**src/rtl/sync_fifo_pkg.sv**
```systemverilog
// ---------------------------------------------------------------------------
// sync_fifo_pkg
//   Shared constants and types for the parameterised synchronous FIFO.
//   - DEFAULT_* : default parameter values used by sync_fifo_param
//   - clog2     : ceiling log2, used to size pointer and address fields
//   - fifo_status_t / STATUS_RESET : the registered status flags and their
//     value while in reset (empty FIFO)
// ---------------------------------------------------------------------------
package sync_fifo_pkg;

    localparam int DEFAULT_DATA_WIDTH = 8;
    localparam int DEFAULT_DEPTH      = 16;
    localparam int DEFAULT_AE_LEVEL   = 2;

    // Ceiling log2: clog2(16) = 4, clog2(17) = 5, clog2(1) = 0.
    function automatic int clog2(input int value);
        int result;
        int remaining;
        result    = 0;
        remaining = value - 1;
        while (remaining > 0) begin
            result    = result + 1;
            remaining = remaining >> 1;
        end
        return result;
    endfunction

    // Status flags are kept together so they are computed and registered
    // as one unit and can never disagree with each other.
    typedef struct packed {
        logic full;
        logic empty;
        logic almost_full;
        logic almost_empty;
    } fifo_status_t;

    // An empty FIFO: count is zero, so it is empty and almost empty.
    localparam fifo_status_t STATUS_RESET = '{
        full:         1'b0,
        empty:        1'b1,
        almost_full:  1'b0,
        almost_empty: 1'b1
    };

endpackage : sync_fifo_pkg

```
**src/rtl/fifo_mem.sv**
```systemverilog
// ---------------------------------------------------------------------------
// fifo_mem
//   DEPTH x DATA_WIDTH register array with one synchronous write port and
//   one synchronous read port. The read port output register holds its value
//   when rd_en is low, and is the only resettable state here.
//   Ports:
//     clk      - clock, rising edge
//     reset    - asynchronous active-low reset of the read data register
//     wr_en    - write strobe; wr_data is stored at wr_addr
//     wr_addr  - write index
//     wr_data  - write word
//     rd_en    - read strobe; rd_data loads the entry at rd_addr
//     rd_addr  - read index
//     rd_data  - registered read word
// ---------------------------------------------------------------------------
module fifo_mem
    import sync_fifo_pkg::*;
#(
    parameter int DATA_WIDTH = DEFAULT_DATA_WIDTH,
    parameter int DEPTH      = DEFAULT_DEPTH,
    parameter int ADDR_W     = clog2(DEPTH)
) (
    input  logic                  clk,
    input  logic                  reset,
    input  logic                  wr_en,
    input  logic [ADDR_W-1:0]     wr_addr,
    input  logic [DATA_WIDTH-1:0] wr_data,
    input  logic                  rd_en,
    input  logic [ADDR_W-1:0]     rd_addr,
    output logic [DATA_WIDTH-1:0] rd_data
);

    logic [DATA_WIDTH-1:0] mem [DEPTH];

    // NOTE: the storage array has no reset; emptiness is tracked by the
    // pointers, so stale contents are never observable and the array can map
    // onto plain flops or RAM without reset routing.
    always_ff @(posedge clk) begin
        if (wr_en) begin
            mem[wr_addr] <= wr_data;
        end
    end

    // A read of the entry being overwritten on the same edge returns the old
    // word, which is what a full FIFO doing read+write needs.
    always_ff @(posedge clk or negedge reset) begin
        if (!reset) begin
            rd_data <= '0;
        end else if (rd_en) begin
            rd_data <= mem[rd_addr];
        end
    end

endmodule : fifo_mem

```
**src/rtl/sync_fifo_param.sv**
```systemverilog
// ---------------------------------------------------------------------------
// sync_fifo_param
//   Single-clock FIFO with registered read data (1-cycle latency), registered
//   status flags, occupancy count and single-cycle overflow/underflow pulses.
//   Pointers carry one extra wrap bit so full and empty are distinguished
//   without a separate counter.
//   Ports:
//     clk          - clock, all state updates on the rising edge
//     reset        - asynchronous active-low reset
//     clear        - synchronous flush; overrides write_en/read_en
//     write_en     - write request (accepted if not full, or full with read)
//     read_en      - read request (accepted if not empty)
//     data_in      - write data
//     out          - registered read data, holds when no read is accepted
//     full, empty, almost_full, almost_empty - registered status
//     count        - occupancy, 0..DEPTH
//     overflow     - pulse: write refused because full and no read
//     underflow    - pulse: read requested while empty
// ---------------------------------------------------------------------------
module sync_fifo_param
    import sync_fifo_pkg::*;
#(
    parameter int DATA_WIDTH = DEFAULT_DATA_WIDTH,
    parameter int DEPTH      = DEFAULT_DEPTH,
    parameter int AF_LEVEL   = DEPTH - 2,
    parameter int AE_LEVEL   = DEFAULT_AE_LEVEL
) (
    input  logic                    clk,
    input  logic                    reset,
    input  logic                    clear,
    input  logic                    write_en,
    input  logic                    read_en,
    input  logic [DATA_WIDTH-1:0]   data_in,
    output logic [DATA_WIDTH-1:0]   out,
    output logic                    full,
    output logic                    empty,
    output logic                    almost_full,
    output logic                    almost_empty,
    output logic [clog2(DEPTH):0]   count,
    output logic                    overflow,
    output logic                    underflow
);

    localparam int IDX_W = clog2(DEPTH);
    localparam int PTR_W = IDX_W + 1;

    typedef logic [PTR_W-1:0] ptr_t;

    localparam ptr_t PTR_ONE   = ptr_t'(1);
    localparam ptr_t AF_THRESH = ptr_t'(AF_LEVEL);
    localparam ptr_t AE_THRESH = ptr_t'(AE_LEVEL);

    ptr_t         wr_ptr;
    ptr_t         rd_ptr;
    ptr_t         wr_ptr_nxt;
    ptr_t         rd_ptr_nxt;
    ptr_t         count_nxt;
    fifo_status_t status;
    fifo_status_t status_nxt;
    logic         wr_accept;
    logic         rd_accept;
    logic         overflow_nxt;
    logic         underflow_nxt;

    // -----------------------------------------------------------------------
    // Next-state logic. Status is derived from the next pointers so the
    // registered flags always agree with the registered count.
    // -----------------------------------------------------------------------
    always_comb begin
        // NOTE: every signal assigned in this block gets a default first, so
        // no path leaves one unassigned and no latch is inferred.
        wr_accept     = 1'b0;
        rd_accept     = 1'b0;
        overflow_nxt  = 1'b0;
        underflow_nxt = 1'b0;
        wr_ptr_nxt    = wr_ptr;
        rd_ptr_nxt    = rd_ptr;

        if (clear) begin
            // Flush: requests in this cycle are ignored, no error pulses.
            wr_ptr_nxt = '0;
            rd_ptr_nxt = '0;
        end else begin
            // When full, a read on the same edge frees the slot being written.
            rd_accept     = read_en && !status.empty;
            wr_accept     = write_en && (!status.full || read_en);
            overflow_nxt  = write_en && status.full && !read_en;
            underflow_nxt = read_en && status.empty;

            if (wr_accept) begin
                wr_ptr_nxt = wr_ptr + PTR_ONE;
            end
            if (rd_accept) begin
                rd_ptr_nxt = rd_ptr + PTR_ONE;
            end
        end

        // Modulo-2^PTR_W difference is exact because occupancy never
        // exceeds DEPTH.
        count_nxt = wr_ptr_nxt - rd_ptr_nxt;

        status_nxt.full         = (wr_ptr_nxt[IDX_W-1:0] == rd_ptr_nxt[IDX_W-1:0]) &&
                                  (wr_ptr_nxt[IDX_W] != rd_ptr_nxt[IDX_W]);
        status_nxt.empty        = (wr_ptr_nxt == rd_ptr_nxt);
        status_nxt.almost_full  = (count_nxt >= AF_THRESH);
        status_nxt.almost_empty = (count_nxt <= AE_THRESH);
    end

    // -----------------------------------------------------------------------
    // Control state.
    // -----------------------------------------------------------------------
    // NOTE: sequential state uses non-blocking assignments so every register
    // samples the pre-edge values, independent of statement order.
    always_ff @(posedge clk or negedge reset) begin
        if (!reset) begin
            wr_ptr    <= '0;
            rd_ptr    <= '0;
            count     <= '0;
            status    <= STATUS_RESET;
            overflow  <= 1'b0;
            underflow <= 1'b0;
        end else begin
            wr_ptr    <= wr_ptr_nxt;
            rd_ptr    <= rd_ptr_nxt;
            count     <= count_nxt;
            status    <= status_nxt;
            overflow  <= overflow_nxt;
            underflow <= underflow_nxt;
        end
    end

    assign full         = status.full;
    assign empty        = status.empty;
    assign almost_full  = status.almost_full;
    assign almost_empty = status.almost_empty;

    // -----------------------------------------------------------------------
    // Storage. The read port register is the 'out' register: it loads only on
    // an accepted read, so it holds across idle, underflow and clear cycles.
    // -----------------------------------------------------------------------
    fifo_mem #(
        .DATA_WIDTH (DATA_WIDTH),
        .DEPTH      (DEPTH),
        .ADDR_W     (IDX_W)
    ) u_mem (
        .clk     (clk),
        .reset   (reset),
        .wr_en   (wr_accept),
        .wr_addr (wr_ptr[IDX_W-1:0]),
        .wr_data (data_in),
        .rd_en   (rd_accept),
        .rd_addr (rd_ptr[IDX_W-1:0]),
        .rd_data (out)
    );

endmodule : sync_fifo_param

```
**config.mk**
```make
export PLATFORM = sky130hd
export DESIGN_NAME = sync_fifo_param
export DESIGN_NICKNAME = d
export VERILOG_FILES = /design/src/rtl/sync_fifo_pkg.sv /design/src/rtl/fifo_mem.sv /design/src/rtl/sync_fifo_param.sv
export SDC_FILE = /design/constraint.sdc
export NUM_CORES = 1
export LEC_CHECK = 0
export ABC_CLOCK_PERIOD_IN_PS = 7240
export CORE_AREA = 8 8 116 118
export DETAILED_ROUTE_END_ITERATION = 6
export DIE_AREA = 0 0 124 126
export DONT_BUFFER_PORTS = 1
export GPL_ROUTABILITY_DRIVEN = 0
export GPL_TIMING_DRIVEN = 1
export PLACE_DENSITY_LB_ADDON = 0.25
export SYNTH_ARGS = -nofsm -noshare
export SYNTH_HDL_FRONTEND = slang
export SYNTH_HIERARCHICAL = 1
export SYNTH_SLANG_ARGS = --single-unit
```
**constraint.sdc**
```tcl
create_clock -name clk -period 7.24 [get_ports clk]
set_clock_uncertainty 0.1 [all_clocks]
set_input_delay 0.724 -clock clk [delete_from_list [all_inputs] [get_ports clk]]
set_output_delay 0.724 -clock clk [all_outputs]
set_load 0.01 [all_outputs]
```
==> summary.md, run 1 <==
| Metric | Value |
|---|---|
| Net Sw Frac | `0.2243` |
| Synth Flop Type | `edfxtp_1` |
| Antenna cells | `0` |
| FF-to-FF Start | `full` |
| CTS root buffer | `clkbuf_16` |
| Number of global-route vias before repair | `3291` |
| Min Tclk post-route | `2.941 ns` |
| Hpwl dp | `7504 µm` |
| Hold Slack | `0.01999 ns` |
| IO buf count | `0` |
| Design area | `7096 µm²` |
| Worst Setup Start Kind | `flop` |
| Max Fclk | `0.3401 GHz` |
| Final hold viol count | `0` |
| P per Cell Area | `303.3 nW/µm²` |
| Critical path endpoint category | `flop` |
| Clock slew at reported path FFs | `0.06 ns` |
| Die width | `124 µm` |
| #FFs+latches synth | `157` |
| Endpoints failing setup | `0` |
| 1st-pass router iterations | `4` |
| TNS Setup | `0 ns` |
| Number of H-tree levels | `4` |
| Post-CTS setup buffer count | `0` |
| Synthesized net count | `363` |
| Mapped Cells | `343` |
| FILL cells | `846` |
| DR WL/cell | `23.30 µm` |
| WP data arrival | `2.87 ns` |
| CTS Buf Count | `17` |
| Largest net degree at the start of global routing | `33` |
| Die height | `126 µm` |
| # DRC | `0` |
| Grt ovf | `0` |
| Clock Latency Late Sink | `0.42 ns` |
| Std-Cell Rows | `40` |
| Critical Path RT | `7.17 ns` |
| Static Leakage | `2.409 nW` |
| Mean Syn Cell Area | `18.70 µm²` |
| Detailed router's first-iteration violation count | `224` |
| Post-route clock period utilization | `0.4062` |
| Comb power frac | `0.092` |
| Detail Route Antenna Nets | `0` |
| CTS tree | `built` |
| Max-cap viol count | `0` |
| Die area | `15620 µm²` |
| Post-DR vias/cell | `6.100` |
| Hold Path Class | `in -> async` |
| CP startpoint | `full` |
| IO Pins | `32` |
| Placed cell area | `6499 µm²` |
| Post-CTS Resized | `0` |
| Core Area | `11710 µm²` |
| Layout Nets | `372` |
| Asr flop ratio synth | `0.1847` |
| Share of layout cells above drive strength 1 | `0.2164` |
| Initial antenna violation count | `0` |
| Outcome | `finished, final reports clean` |
| EDFF count, synth | `128` |
| Layout area overhead | `10.63%` |
| Synth cell types | `50` |
| Int Power | `0.001669 W` |
| Slew @ Worst Pin | `1.159 ns` |
| Clock power share | `0.401` |
| Clock buffer depth | `2` |
| Sequential share of the synthesized area | `0.7128` |
| First-pass GRT wire length | `18670 µm` |
| Syn Std Cell Area | `6414 µm²` |
| Crit Path Category | `reg -> reg` |
| Worst reg-to-reg setup slack | `4.30 ns` |
| Initial core utilization | `0.5476` |
| Net Sw Power | `0.0004826 W` |
| Vias post-DR | `3123` |
| Max-slew violation count | `0` |
| Tot GR Track Use | `0.1672` |
| RSZ-0062 raised after global routing | `false` |
| DRT Wirelength | `11930 µm` |
| Slew HR | `0.2215` |
| Peak VDD IR | `191.6 µV` |
| Sequential Power Share | `0.507` |
| CTS Sinks | `157` |
| YS warnings | `6` |
| Critical Path Fanout Max | `8` |
power by group through the flow:
stage          registers, W  clock network, W  logic (W)
2_1_floorplan       0.00109                 0   0.000170
3_3_place_gp        0.00111                 0   0.000188
3_5_place_dp        0.00111                 0   0.000192
4_1_cts             0.00109          0.000881   0.000200
5_1_grt             0.00110          0.000919   0.000215
6_report            0.00109          0.000864   0.000198
repair_timing:
action                                  CTS  global route
endpoints found under the hold margin    27             0
endpoints found under the setup margin    0             0
hold buffers                              1             0
cell usage after synthesis (3+ instances only):
master,instances,share of area
o22ai_1,7,0.0068
nor3_1,5,0.0039
a221oi_2,8,0.019
nand2b_1,4,0.0039
mux4_1,6,0.025
nand3_1,5,0.0039
nand3b_1,3,0.0035
edfxtp_1,128,0.60
or2_2,5,0.0049
buf_1,4,0.0023
nand2_1,7,0.0041
ha_1,6,0.012
mux4_2,26,0.091
inv_1,10,0.0059
xor2_1,6,0.0082
buf_6,5,0.0088
nor2_1,24,0.014
dfrtp_1,27,0.11
a21oi_1,8,0.0062
mux2i_1,9,0.014
nand4_1,3,0.0029
worst paths after layout:
kind / end / cells past startpoint
max reg2reg: u_mem/mem[0][5] / 5
max in group asynchronous: u_mem/rd_data[5] / 1
min: count[2] / 1
min in group clk: rd_ptr[4] / 1
min reg2reg: rd_ptr[4] / 2
max: u_mem/mem[0][5] / 5
cell usage in the layout (no fill, tap or decap), drive strengths merged, types with 4 or more instances in the layout:
cell,count
o22ai,8
nand2b,4
buf,6
ha,6
clkbuf,22
inv,10
nand2,7
mux4,32
xor2,6
or2,5
mux2i,9
edfxtp,128
a221oi,8
dfrtp,27
clkinv,7
a21oi,8
nor2,24
nand3,5
nor3,5
kinds of logic (layout without fill, tap and decap cells):
logic type	count (synthesis)	count (layout)	share of synthesized area
compound gates	38	38	0.05053
xor+xnor	7	7	0.009559
fa+ha+maj	7	7	0.01483
buf+inv	26	48	0.02712
flops	157	157	0.7128
mux	41	41	0.1299
simple gates	67	67	0.05521
critical path, cell delays in order, from the launching register on:
cell,delay [ns]
dfrtp_1,0.42
nand2b_1,0.21
nand2_1,0.16
nor2_1,0.23
or3b_2,0.53
nor3_1,0.90
stage by stage:
| stage | utilization | worst slack (ns) | instances | power, W |
|---|---|---|---|---|
| after floorplan | - | 4.381 | 343 | 0.001261 |
| after global placement | 0.5549 | 4.159 | 479 | 0.001297 |
| after detailed placement | 0.5549 | 4.019 | 479 | 0.001301 |
| after CTS | 0.6059 | 4.312 | 512 | 0.002173 |
| after global routing | 0.6059 | 4.104 | 512 | 0.002232 |
| final | 0.6059 | 4.299 | 512 | 0.002152 |
state kept, by name (all words and copies together) (netlist names):
name / count
u_mem/mem: 128
u_mem/rd_data: 8
count: 5
rd_ptr: 5
wr_ptr: 5
almost_empty: 1
almost_full: 1
empty: 1
full: 1
overflow: 1
underflow: 1
area by class of cell:
cell class	count	area, µm²	area share
clock inverter	10	122.6	0.01728
multi-input combinational	160	1668	0.2351
tap	147	183.9	0.02592
inverter	10	37.54	0.005290
sequential	157	4572	0.6443
clock buffer	22	454.2	0.06401
timing repair buffer	6	57.56	0.008111
per-layer routing:
| layer | GRT usage | part of all wire | routed length, µm | vias up |
|---|---|---|---|---|
| li1 | - | - | - | 1400 |
| met1 | 0.2095 | 0.41 | 4915 | 1591 |
| met2 | 0.2482 | 0.48 | 5767 | 107 |
| met3 | 0.06792 | 0.082 | 979 | 25 |
| met4 | 0.07773 | 0.023 | 269 | 0 |
| met5 | 0 | 0 | 0 | - |
(Power assumes the default switching activity.)
==> run 2, diff against run 1 <==
- ABC_AREA: unset -> 1
- ABC_CLOCK_PERIOD_IN_PS: 7240 -> 2590
- CORE_AREA: 8 8 116 118 -> 8 8 118 120
- DIE_AREA: 0 0 124 126 -> 0 0 126 128
- clock period: 7.24 -> 2.59 ns (I/O delays scaled with it)
==> run 2 against run 1 <==
Sequential share of layout area shrank 4.6 points. Synthesized area up 5.3%. First-iteration DRC count grew 130%. Cell area rose by 7.6%. Sequential power increased to 2.8 times the previous value. Sequential cell count is the same. Die area up 3.2%. Global-route usage is 3.0 points higher. Via count rose by 43%. Clock power grew to 3.1 times the previous value. Critical path depth is 8 higher. Critical endpoint is now almost_full.
==> summary.md, run 2 <==
| Metric | Value |
|---|---|
| Layout area overhead | `13.12%` |
| # DRC | `0` |
| RSZ-0062 raised after global routing | `false` |
| Std-Cell Rows | `41` |
| Clock power share | `0.408` |
| Max Fclk | `0.4246 GHz` |
| Asr flop ratio synth | `0.1847` |
| Grt ovf | `0` |
| DR WL/cell | `19.06 µm` |
| Share of layout cells above drive strength 1 | `0.1161` |
| Hold Path Class | `in -> reg` |
| Clock buffer depth | `2` |
| Critical Path RT | `2.84 ns` |
| First-pass GRT wire length | `24110 µm` |
| Slew @ Worst Pin | `0.7245 ns` |
| Slew HR | `0.5170` |
| Tot GR Track Use | `0.1976` |
| Syn Std Cell Area | `6751 µm²` |
| Crit Path Category | `in -> reg` |
| Cell family with most CP delay | `buffers and inverters` |
| Most common cell in the netlist | `nand2_1` |
| Post-route clock period utilization | `0.9094` |
| TNS Setup | `0 ns` |
| Endpoints failing setup | `0` |
| Detailed router's first-iteration violation count | `520` |
| Hpwl dp | `9212 µm` |
| Min Tclk post-route | `2.355 ns` |
| Max-slew violation count | `0` |
| Worst-path cell chain | `dlygate4sd3_1 > inv_2 > a21oi_4 > nand2_1 > inv_1 > nor3_1 > inv_1 > ha_1 > inv_1 > fa_1 > xor2_1 > nand3_1 > nand3_1` |
| IO Pins | `32` |
| WP data arrival | `2.61 ns` |
| Outcome | `finished, final reports clean` |
| Placed cell area | `6845 µm²` |
| Largest registers | `u_mem/mem x128, u_mem/rd_data x8` |
| Critical Path Fanout Max | `6` |
| Net Sw Frac | `0.2605` |
| Synth cell types | `31` |
| Number of H-tree levels | `4` |
| CTS Buf Count | `17` |
| Commonest non-fill, non-tap cell in the layout | `nand2_1` |
| Net Sw Power | `0.001710 W` |
| Post-CTS setup buffer count | `0` |
| Die area | `16130 µm²` |
| Sequential Power Share | `0.461` |
| #FFs+latches synth | `157` |
| Cell mode on critical path | `inv_1` |
| Vias post-DR | `4459` |
| Number of global-route vias before repair | `4404` |
| Core Area | `12210 µm²` |
| CTS tree | `built` |
| Comb power frac | `0.131` |
| Mean Syn Cell Area | `11.14 µm²` |
| Synth Flop Type | `edfxtp_1` |
| CTS Sinks | `157` |
| Initial core utilization | `0.5530` |
| Int Power | `0.004854 W` |
| Synthesized net count | `626` |
| Antenna cells | `0` |
| Largest cells by area after synthesis | `edfxtp_1, nand2_1, dfrtp_1` |
| Static Leakage | `3.017 nW` |
| Peak VDD IR | `450.8 µV` |
| YS warnings | `6` |
| Clock slew at reported path FFs | `0.06 ns` |
| Initial antenna violation count | `0` |
| Layout Nets | `653` |
| Post-DR vias/cell | `5.602` |
| Largest register FFs | `128` |
| Reg with most FFs | `u_mem/mem` |
| Share of the synthesized area in the top cell type | `0.5693` |
| Worst Setup Start Kind | `input port` |
| CP max stage delay | `0.60 ns` |
| Crit path buffers/inverters | `5` |
| Mapped Cells | `606` |
| Die width | `126 µm` |
| Clock Latency Late Sink | `0.41 ns` |
| P per Cell Area | `859.4 nW/µm²` |
| CTS root buffer | `clkbuf_16` |
| DRT Wirelength | `15170 µm` |
| 1st-pass router iterations | `5` |
| Top cells by count, synth | `nand2_1, edfxtp_1, nand3_1` |
| Leading area contributor after synthesis | `edfxtp_1` |
| EDFF count, synth | `128` |
| Max-cap viol count | `0` |
| Largest net degree at the start of global routing | `65` |
| Detail Route Antenna Nets | `0` |
| Pwr Total | `0.006564 W` |
| Sequential share of the synthesized area | `0.6772` |
| Critical path endpoint category | `flop` |
| Slowest CP cell | `dlygate4sd3_1` |
| Design area | `7637 µm²` |
| IO buf count | `0` |
| Commonest non-fill, non-tap cells in the layout | `nand2_1, edfxtp_1, nand3_1` |
| Die height | `128 µm` |
| Final hold viol count | `0` |
## run 2: changes by cell type after synthesis, moves of 5 or more
cell      delta
nand2_1    +208
nand3_1    +101
mux4_2      -26
inv_1       +14
mux2i_1      -9
a221oi_2     -8
clkbuf_8     +7
nor2_1       +7
o22ai_1      -7
buf_4        +6
mux4_1       -6
inv_2        +5
or2_2        -5
## run 2: kinds of logic (layout without fill, tap and decap cells)
logic type               after synthesis  in the layout  share of synthesized area
adder cells (fa/ha/maj)                7              7                    0.01408
buffers and inverters                 55             95                    0.05541
AO/OA/AOI/OAI                         15             15                    0.01575
flip-flops                           157            157                     0.6772
AND/OR/NAND/NOR                      370            370                     0.2350
XOR/XNOR                               2              2                   0.002595
## run 2: area by class of cell
cell class | instances | area [µm²]
clock inverter | 15 | 219.0
tap | 150 | 187.7
fill | 920 | 4572
timing repair buffer | 34 | 310.3
multi-input combinational | 394 | 1813
inverter | 29 | 108.9
sequential | 157 | 4573
clock buffer | 17 | 425.4
## run 2: path summary, 6_finish.rpt
check | depth (start not counted) | start | slack [ns] | end
worst min-delay path | 3 | clear | 0.04 | u_mem/rd_data[0]
min in group asynchronous | 2 | reset | 0.17 | rd_ptr[4]
worst min register to register | 2 | u_mem/rd_data[4] | 0.46 | u_mem/rd_data[4]
worst max-delay path | 13 | read_en | 0.23 | almost_full
worst max register to register | 12 | rd_ptr[0] | 0.25 | almost_empty
max in group asynchronous | 2 | reset | 1.99 | empty
## run 2: timing repair
action	4_1_cts	5_1_grt
hold endpoints to repair	164	0
setup endpoints to repair	0	3
gates resized for setup	0	2
hold buffers	13	0
## run 2: per-stage QoR
step                  util  hold WS (ns)  std cells  setup slack [ns]
CTS                 0.6249       0.01497        796            0.1057
detailed placement  0.5607       -0.1360        751            0.3137
global placement    0.5607       -0.1359        751            0.3705
global route        0.6255       0.05114        796           0.05850
floorplan                -       -0.1366        606            0.4682
finish              0.6255       0.03548        796            0.2348
## run 2: layer usage
layer	up-vias	GRT usage	wire, µm
met4	0	0.08917	419
met5	-	0	0
li1	2113	-	-
met2	161	0.3272	7597
met1	2153	0.2465	6108
met3	32	0.04035	1046
## run 2: power by group through the flow
stage	Combinational, W	Clock, W	Sequential, W
floorplan	0.000661	0	0.00304
global placement	0.000762	0	0.00307
detailed placement	0.000785	0	0.00308
CTS	0.000853	0.00270	0.00303
global route	0.000973	0.00282	0.00304
finish	0.000860	0.00268	0.00302
## run 2: worst min-delay path: cells and delay by family
kind,cells,cell delay (ns)
AND/OR/NAND/NOR,3,0.25
